`src/rtl/dcache_scrub_ctrl_if.sv`:
```
// Scrub-port bundle between the ECC scrub sequencer (master) and the
// cache-memory arbiter / SRAM read path (slave).
interface dcache_scrub_ctrl_if #(
   parameter int NUM_WAYS    = 8,
   parameter int INDEX_WIDTH = 8,
   parameter int LINE_WIDTH  = 144
);
   logic                           req;
   logic                           gnt;
   logic                           we;
   logic [NUM_WAYS-1:0]            way;
   logic [INDEX_WIDTH-1:0]         index;
   logic [LINE_WIDTH-1:0]          wdata;
   logic                           rvalid;
   logic [NUM_WAYS*LINE_WIDTH-1:0] rdata;
   logic [NUM_WAYS-1:0]            corr_err;
   logic [NUM_WAYS-1:0]            uncorr_err;

   modport master (
      output req, we, way, index, wdata,
      input  gnt, rvalid, rdata, corr_err, uncorr_err
   );

   modport slave (
      input  req, we, way, index, wdata,
      output gnt, rvalid, rdata, corr_err, uncorr_err
   );
endinterface

```
`src/rtl/dcache_scrub_ctrl.sv`:
```
// Background ECC scrub sequencer: walks all cache indices, rewrites corrected ways.
// Optional error log (first uncorrectable index/way) enabled by defining SCRUB_ERR_LOG_EN.
module dcache_scrub_ctrl #(
   parameter int NUM_WAYS       = 8,
   parameter int INDEX_WIDTH    = 8,
   parameter int LINE_WIDTH     = 144,
   parameter int INTERVAL_WIDTH = 16,
   parameter int STARVE_LIMIT   = 16,
   parameter int CNT_WIDTH      = 16
) (
   input  logic                      clk_i,
   input  logic                      rst_ni,
   input  logic                      enable_i,
   input  logic [INTERVAL_WIDTH-1:0] interval_i,
   dcache_scrub_ctrl_if.master       bus,
   output logic                      urgent_o,
   output logic                      busy_o,
   output logic [CNT_WIDTH-1:0]      corr_cnt_o,
   output logic [CNT_WIDTH-1:0]      uncorr_cnt_o
`ifdef SCRUB_ERR_LOG_EN
   ,
   input  logic                      err_clear_i,
   output logic                      err_valid_o,
   output logic [INDEX_WIDTH-1:0]    err_index_o,
   output logic [NUM_WAYS-1:0]       err_way_o
`endif
);

   localparam int POP_W    = $clog2(NUM_WAYS + 1);
   localparam int STARVE_W = $clog2(STARVE_LIMIT + 1);

   typedef enum logic [2:0] {IDLE, WAIT, READ, CHECK, WRITE} state_e;

   state_e                         state_q, state_d;
   logic [INTERVAL_WIDTH-1:0]      wait_cnt_q;
   logic [INDEX_WIDTH-1:0]         index_q;
   logic [NUM_WAYS-1:0]            pend_q;
   logic [NUM_WAYS-1:0]            pend_low;
   logic [NUM_WAYS-1:0]            fix_mask;
   logic [NUM_WAYS*LINE_WIDTH-1:0] line_q;
   logic [STARVE_W-1:0]            starve_q;
   logic [CNT_WIDTH-1:0]           corr_q, uncorr_q;
   logic                           advance;
   logic                           capture;

   function automatic logic [POP_W-1:0] popcount(input logic [NUM_WAYS-1:0] v);
      logic [POP_W-1:0] n;
      n = '0;
      for (int i = 0; i < NUM_WAYS; i++) n = n + POP_W'(v[i]);
      return n;
   endfunction

   function automatic logic [CNT_WIDTH-1:0] sat_add(input logic [CNT_WIDTH-1:0] a,
                                                   input logic [POP_W-1:0]     b);
      logic [CNT_WIDTH:0] sum;
      sum = {1'b0, a} + (CNT_WIDTH + 1)'(b);
      return sum[CNT_WIDTH] ? '1 : sum[CNT_WIDTH-1:0];
   endfunction

   // A way flagged both correctable and uncorrectable is never rewritten.
   assign fix_mask = bus.corr_err & ~bus.uncorr_err;
   assign pend_low = pend_q & (~pend_q + NUM_WAYS'(1));
   assign capture  = (state_q == CHECK) && bus.rvalid;

   // The index-advance step costs no cycle: it is taken on the exit from CHECK/WRITE.
   always_comb begin
      state_d   = state_q;
      advance   = 1'b0;
      bus.req   = 1'b0;
      bus.we    = 1'b0;
      bus.way   = '0;
      bus.wdata = '0;
      case (state_q)
         IDLE:  if (enable_i) state_d = WAIT;
         WAIT: begin
            if (!enable_i)               state_d = IDLE;
            else if (wait_cnt_q == '0)   state_d = READ;
         end
         READ: begin
            bus.req = 1'b1;
            bus.way = '1;
            if (bus.gnt) state_d = CHECK;
         end
         CHECK: begin
            if (bus.rvalid) begin
               if (fix_mask != '0) state_d = WRITE;
               else                advance = 1'b1;
            end
         end
         WRITE: begin
            bus.req = 1'b1;
            bus.we  = 1'b1;
            bus.way = pend_low;
            for (int w = 0; w < NUM_WAYS; w++)
               if (pend_low[w]) bus.wdata = line_q[w*LINE_WIDTH +: LINE_WIDTH];
            if (bus.gnt && (pend_q == pend_low)) advance = 1'b1;
         end
         default: state_d = IDLE;
      endcase
      if (advance) state_d = enable_i ? WAIT : IDLE;
   end

   always_ff @(posedge clk_i or negedge rst_ni) begin
      if (!rst_ni) begin
         state_q    <= IDLE;
         wait_cnt_q <= '0;
         index_q    <= '0;
         pend_q     <= '0;
         corr_q     <= '0;
         uncorr_q   <= '0;
         starve_q   <= '0;
         urgent_o   <= 1'b0;
      end else begin
         state_q <= state_d;
         if ((state_d == WAIT) && (state_q != WAIT))
            wait_cnt_q <= interval_i;
         else if ((state_q == WAIT) && (wait_cnt_q != '0))
            wait_cnt_q <= wait_cnt_q - INTERVAL_WIDTH'(1);
         if (advance) index_q <= index_q + INDEX_WIDTH'(1);
         if (capture) begin
            pend_q   <= fix_mask;
            corr_q   <= sat_add(corr_q, popcount(fix_mask));
            uncorr_q <= sat_add(uncorr_q, popcount(bus.uncorr_err));
         end else if ((state_q == WRITE) && bus.gnt) begin
            pend_q <= pend_q & ~pend_low;
         end
         // Starvation counter saturates at the limit so it cannot wrap during a long stall.
         if (bus.gnt) begin
            starve_q <= '0;
            urgent_o <= 1'b0;
         end else if (bus.req) begin
            if (starve_q < STARVE_W'(STARVE_LIMIT)) starve_q <= starve_q + STARVE_W'(1);
            urgent_o <= (starve_q >= STARVE_W'(STARVE_LIMIT - 1));
         end
      end
   end

   always_ff @(posedge clk_i) begin
      if (capture) line_q <= bus.rdata;
   end

   assign bus.index    = index_q;
   assign busy_o       = (state_q == READ) || (state_q == CHECK) || (state_q == WRITE);
   assign corr_cnt_o   = corr_q;
   assign uncorr_cnt_o = uncorr_q;

`ifdef SCRUB_ERR_LOG_EN
   logic                log_evt;
   logic [NUM_WAYS-1:0] uncorr_low;

   assign log_evt    = capture && (bus.uncorr_err != '0);
   assign uncorr_low = bus.uncorr_err & (~bus.uncorr_err + NUM_WAYS'(1));

   always_ff @(posedge clk_i or negedge rst_ni) begin
      if (!rst_ni) begin
         err_valid_o <= 1'b0;
         err_index_o <= '0;
         err_way_o   <= '0;
      end else if (log_evt && (!err_valid_o || err_clear_i)) begin
         err_valid_o <= 1'b1;
         err_index_o <= index_q;
         err_way_o   <= uncorr_low;
      end else if (err_clear_i) begin
         err_valid_o <= 1'b0;
      end
   end
`endif

endmodule

```
`src/flat_wrapper.sv`:
```
// flat-port wrapper written by rule: the top's interface ports become plain ports
module dcache_scrub_ctrl_flat 
#(
   parameter int NUM_WAYS       = 8,
   parameter int INDEX_WIDTH    = 8,
   parameter int LINE_WIDTH     = 144,
   parameter int INTERVAL_WIDTH = 16,
   parameter int STARVE_LIMIT   = 16,
   parameter int CNT_WIDTH      = 16
)
  (clk_i, rst_ni, enable_i, interval_i, urgent_o, busy_o, corr_cnt_o, uncorr_cnt_o, bus_req, bus_we, bus_way, bus_index, bus_wdata, bus_gnt, bus_rvalid, bus_rdata, bus_corr_err, bus_uncorr_err);
  dcache_scrub_ctrl_if #(.NUM_WAYS(NUM_WAYS), .INDEX_WIDTH(INDEX_WIDTH), .LINE_WIDTH(LINE_WIDTH)) bus_i ();
  input  logic clk_i;
  input  logic rst_ni;
  input  logic enable_i;
  input  logic [INTERVAL_WIDTH-1:0] interval_i;
  output logic urgent_o;
  output logic busy_o;
  output logic [CNT_WIDTH-1:0] corr_cnt_o;
  output logic [CNT_WIDTH-1:0] uncorr_cnt_o;
  output wire logic [$bits(bus_i.req)-1:0] bus_req;
  output wire logic [$bits(bus_i.we)-1:0] bus_we;
  output wire logic [$bits(bus_i.way)-1:0] bus_way;
  output wire logic [$bits(bus_i.index)-1:0] bus_index;
  output wire logic [$bits(bus_i.wdata)-1:0] bus_wdata;
  input wire logic [$bits(bus_i.gnt)-1:0] bus_gnt;
  input wire logic [$bits(bus_i.rvalid)-1:0] bus_rvalid;
  input wire logic [$bits(bus_i.rdata)-1:0] bus_rdata;
  input wire logic [$bits(bus_i.corr_err)-1:0] bus_corr_err;
  input wire logic [$bits(bus_i.uncorr_err)-1:0] bus_uncorr_err;
  assign bus_req = bus_i.req;
  assign bus_we = bus_i.we;
  assign bus_way = bus_i.way;
  assign bus_index = bus_i.index;
  assign bus_wdata = bus_i.wdata;
  assign bus_i.gnt = bus_gnt;
  assign bus_i.rvalid = bus_rvalid;
  assign bus_i.rdata = bus_rdata;
  assign bus_i.corr_err = bus_corr_err;
  assign bus_i.uncorr_err = bus_uncorr_err;
  dcache_scrub_ctrl #(.NUM_WAYS(NUM_WAYS), .INDEX_WIDTH(INDEX_WIDTH), .LINE_WIDTH(LINE_WIDTH), .INTERVAL_WIDTH(INTERVAL_WIDTH), .STARVE_LIMIT(STARVE_LIMIT), .CNT_WIDTH(CNT_WIDTH)) u_core (.clk_i(clk_i), .rst_ni(rst_ni), .enable_i(enable_i), .interval_i(interval_i), .bus(bus_i), .urgent_o(urgent_o), .busy_o(busy_o), .corr_cnt_o(corr_cnt_o), .uncorr_cnt_o(uncorr_cnt_o));
endmodule
```
`config.mk`:
```
export PLATFORM = sky130hd
export DESIGN_NAME = dcache_scrub_ctrl_flat
export DESIGN_NICKNAME = d
export VERILOG_FILES = /design/src/rtl/dcache_scrub_ctrl_if.sv /design/src/rtl/dcache_scrub_ctrl.sv /design/src/flat_wrapper.sv
export SDC_FILE = /design/constraint.sdc
export NUM_CORES = 1
export LEC_CHECK = 0
export CORE_AREA = 2 2 541 543
export CTS_BUF_LIST = sky130_fd_sc_hd__clkbuf_4
export CTS_CLUSTER_SIZE = 10
export DETAILED_ROUTE_END_ITERATION = 16
export DIE_AREA = 0 0 543 545
export GPL_ROUTABILITY_DRIVEN = 0
export PLACE_DENSITY_LB_ADDON = 0.25
export RECOVER_POWER = 50
export SLEW_MARGIN = 20
export SYNTH_ARGS = -nofsm -noshare
export SYNTH_HDL_FRONTEND = slang
export SYNTH_SLANG_ARGS = --single-unit
```
`constraint.sdc`:
```
create_clock -name clk_i -period 23.1 [get_ports clk_i]
set_clock_uncertainty 0.1 [all_clocks]
set_input_delay 3.465 -clock clk_i [delete_from_list [all_inputs] [get_ports clk_i]]
set_output_delay 3.465 -clock clk_i [all_outputs]
set_load 0.05 [all_outputs]
```
==> out/qor.yml <==
status: "complete, but fails checks"
failed_checks: "capacitance limit, slew limit"
rsz0062_at_grt: "false"
async_reset_ff_frac: 0.0596
report.final.slew_viol_count: 171
placeableCoreArea_mm2: 0.290
end_kind: "flip-flop"
drt_wl_total_mm: 240
syn_nets: 4018
final_antenna_net_count: 0
swShare: 0.242
routedWlPerCell_um: 27.5
die_x_um: 543
syn_to_final_growth_pct: 51.0
cellLeakagePower_uw: 0.0223
grt_pass1_wl_mm: 313
netlist_instances: 2800
synth_top_area_frac: 0.751
die_height_um: 545
period_needed_ps: 11280
fin_ws_ps: 11820
final_util: 0.240
finalSetupViolations: 0
reg2reg_from: "u_core.state_q[1]"
holdBufCountCts: 0
critPathLaunchType: "input port"
cts_setup_buffers: 0
antenna_found_initial: 355
max_freq_mhz: 88.6
worst_pin_slew_ps: 4490
fin_nets: 5654
cp-startpoint: "bus_rvalid"
relSlewSlack: -1.99
dp_worst_setup_slack_ps: 12890
detail_route.vias_per_cell: 3.98
p_per_area_mw_per_mm2: 69.7
drive_above_1_share: 0.141
path_max_fanout: 97
cts.repair.resized: 0
grt_pass1_vias: 35300
ys_types: 58
period_share: 0.488
hp-class: "flip-flop to flip-flop"
ir_drop_mv: 0.0348
hold_viol_final: 0
min_from: "u_core.uncorr_cnt_o[10]"
gr-usage-all-layers: 0.155
yosys_warnings: 0
synthTopCellsByArea: "edfxtp_1, dfrtp_1, a221o_1"
cts_num_sinks: 1225
netlist_top_cells_count: "edfxtp_1, nand2_1, o21ai_0"
synth_seq_cells: 1225
placed_area_mm2: 0.0647
yosysSeqAreaShare: 0.790
timing.hold.ws_ps: 425
intPower_uw: 3680
synth-main-ff-cell: "edfxtp_1"
root_buffer: "clkbuf_4"
clkPwrFrac: 0.442
htreeDepth: 5
r2r_cells: 8
avgSynthCellArea_um2: 16.5
syn-cell-area_mm2: 0.0461
pwr-share-comb: 0.054
die-area_mm2: 0.296
drc: 0
vias: 34800
cts.path.max_buffers: 4
arrival_ps: 12110
firstDrtPassIters: 5
cts_tree: "done"
critPathKind: "input port to flip-flop"
grt_overflow_total: 0
dp_hpwl_mm: 182
synth_edf_count: 1152
post-route-cell-area_mm2: 0.0696
grt_max_degree: 149
timing.max_cap.violations: 2
synth.most_common_cell: "edfxtp_1"
ioPinCount: 1385
start_util: 0.159
p_seq_frac: 0.505
drt_iter0_drc: 3133
io_buffer_count: 1384
rows: 198
required_ps: 23920
whs_path_depth: 1
clkTransAtPathRegs_ps: 60
cts_made_buffers: 367
synth_largest_area_cell: "edfxtp_1"
power_switching_uw: 1170
fin_setup_tns_ps: 0
clock_latency_ps: 1230
cell usage in the layout (no fill, tap or decap), types with 10 or more instances in the layout:
cell,instances
a21oi_1,161
a221o_1,145
a221oi_1,144
a22oi_1,146
buf_4,51
clkbuf_4,525
clkdlybuf4s50_1,228
clkinv_1,85
clkinv_2,14
dfrtp_1,71
diode_2,118
dlygate4sd3_1,1154
edfxtp_1,1152
fa_1,10
ha_1,19
inv_1,38
mux2_2,13
nand2_1,344
nand2b_1,10
nand3_1,20
nor2_1,32
nor2b_1,10
o21ai_0,166
xnor2_1,21
xor2_1,19
path summary, 6_finish.rpt:
kind                                      endpoint  slack [ps]
setup reg to reg                u_core.line_q[535]       14080
setup / recovery                u_core.line_q[535]       11820
min in group asynchronous     u_core.wait_cnt_q[2]        3710
hold / removal             u_core.uncorr_cnt_o[10]         420
max in group asynchronous         u_core.pend_q[1]       16170
hold reg to reg            u_core.uncorr_cnt_o[10]         420
cells by family after synthesis:
family | count (synthesis) | share of synthesized area
flip-flops | 1225 | 0.790
AO/OA/AOI/OAI | 793 | 0.124
AND/OR/NAND/NOR | 473 | 0.0438
buffers and inverters | 213 | 0.0179
XOR/XNOR | 40 | 0.00760
adder cells (fa/ha/maj) | 30 | 0.00972
multiplexers | 26 | 0.00698
power by group through the flow:
stage          Clock (µW)  Combinational (µW)  Sequential, µW
3_5_place_dp            0                 299            2490
5_1_grt              2340                 281            2450
2_1_floorplan           0                58.0            2500
6_report             2140                 260            2450
3_3_place_gp            0                 298            2490
4_1_cts              2240                 302            2450
per-layer routing:
layer  up-vias  global-route usage  part of all wire
li1      14900                   -                 -
met1     16900               0.189              0.40
met2      2036               0.246              0.45
met3       803              0.0676              0.11
met4       166              0.0482             0.034
met5         -                   0            0.0045
stage by stage:
stage               total power [µW]  std cells
detailed placement              2790       7967
floorplan                       2550       2800
global placement                2790       7965
CTS                             4990       8618
finish                          4850       8736
global route                    5070       8666
flip-flops by register name, summed over array words and instances (netlist names):
signal / count
u_core.corr_cnt_o: 16
u_core.uncorr_cnt_o: 16
u_core.starve_q: 5
u_core.urgent_o: 1
u_core.state_q: 3
u_core.bus.index: 8
u_core.wait_cnt_q: 16
u_core.line_q: 1152
u_core.pend_q: 8
worst max-delay path, cell delays in order:
cell,delay [ps]
dlygate4sd3_1,600
nand3_1,600
clkinvlp_2,3580
buf_4,1570
buf_4,530
buf_4,500
buf_4,490
buf_4,510
final cells by class:
| cell class | count | area [µm²] |
|---|---|---|
| diodes | 118 | 295 |
| clock buffers | 525 | 3940 |
| clock inverters | 126 | 696 |
| fillers | 30500 | 221000 |
| inverters | 40 | 151 |
| multi-input cells | 1362 | 8880 |
| flip-flops and latches | 1225 | 36400 |
| well taps | 3900 | 4880 |
| repair buffers | 1440 | 14300 |
(Power assumes the default switching activity.)
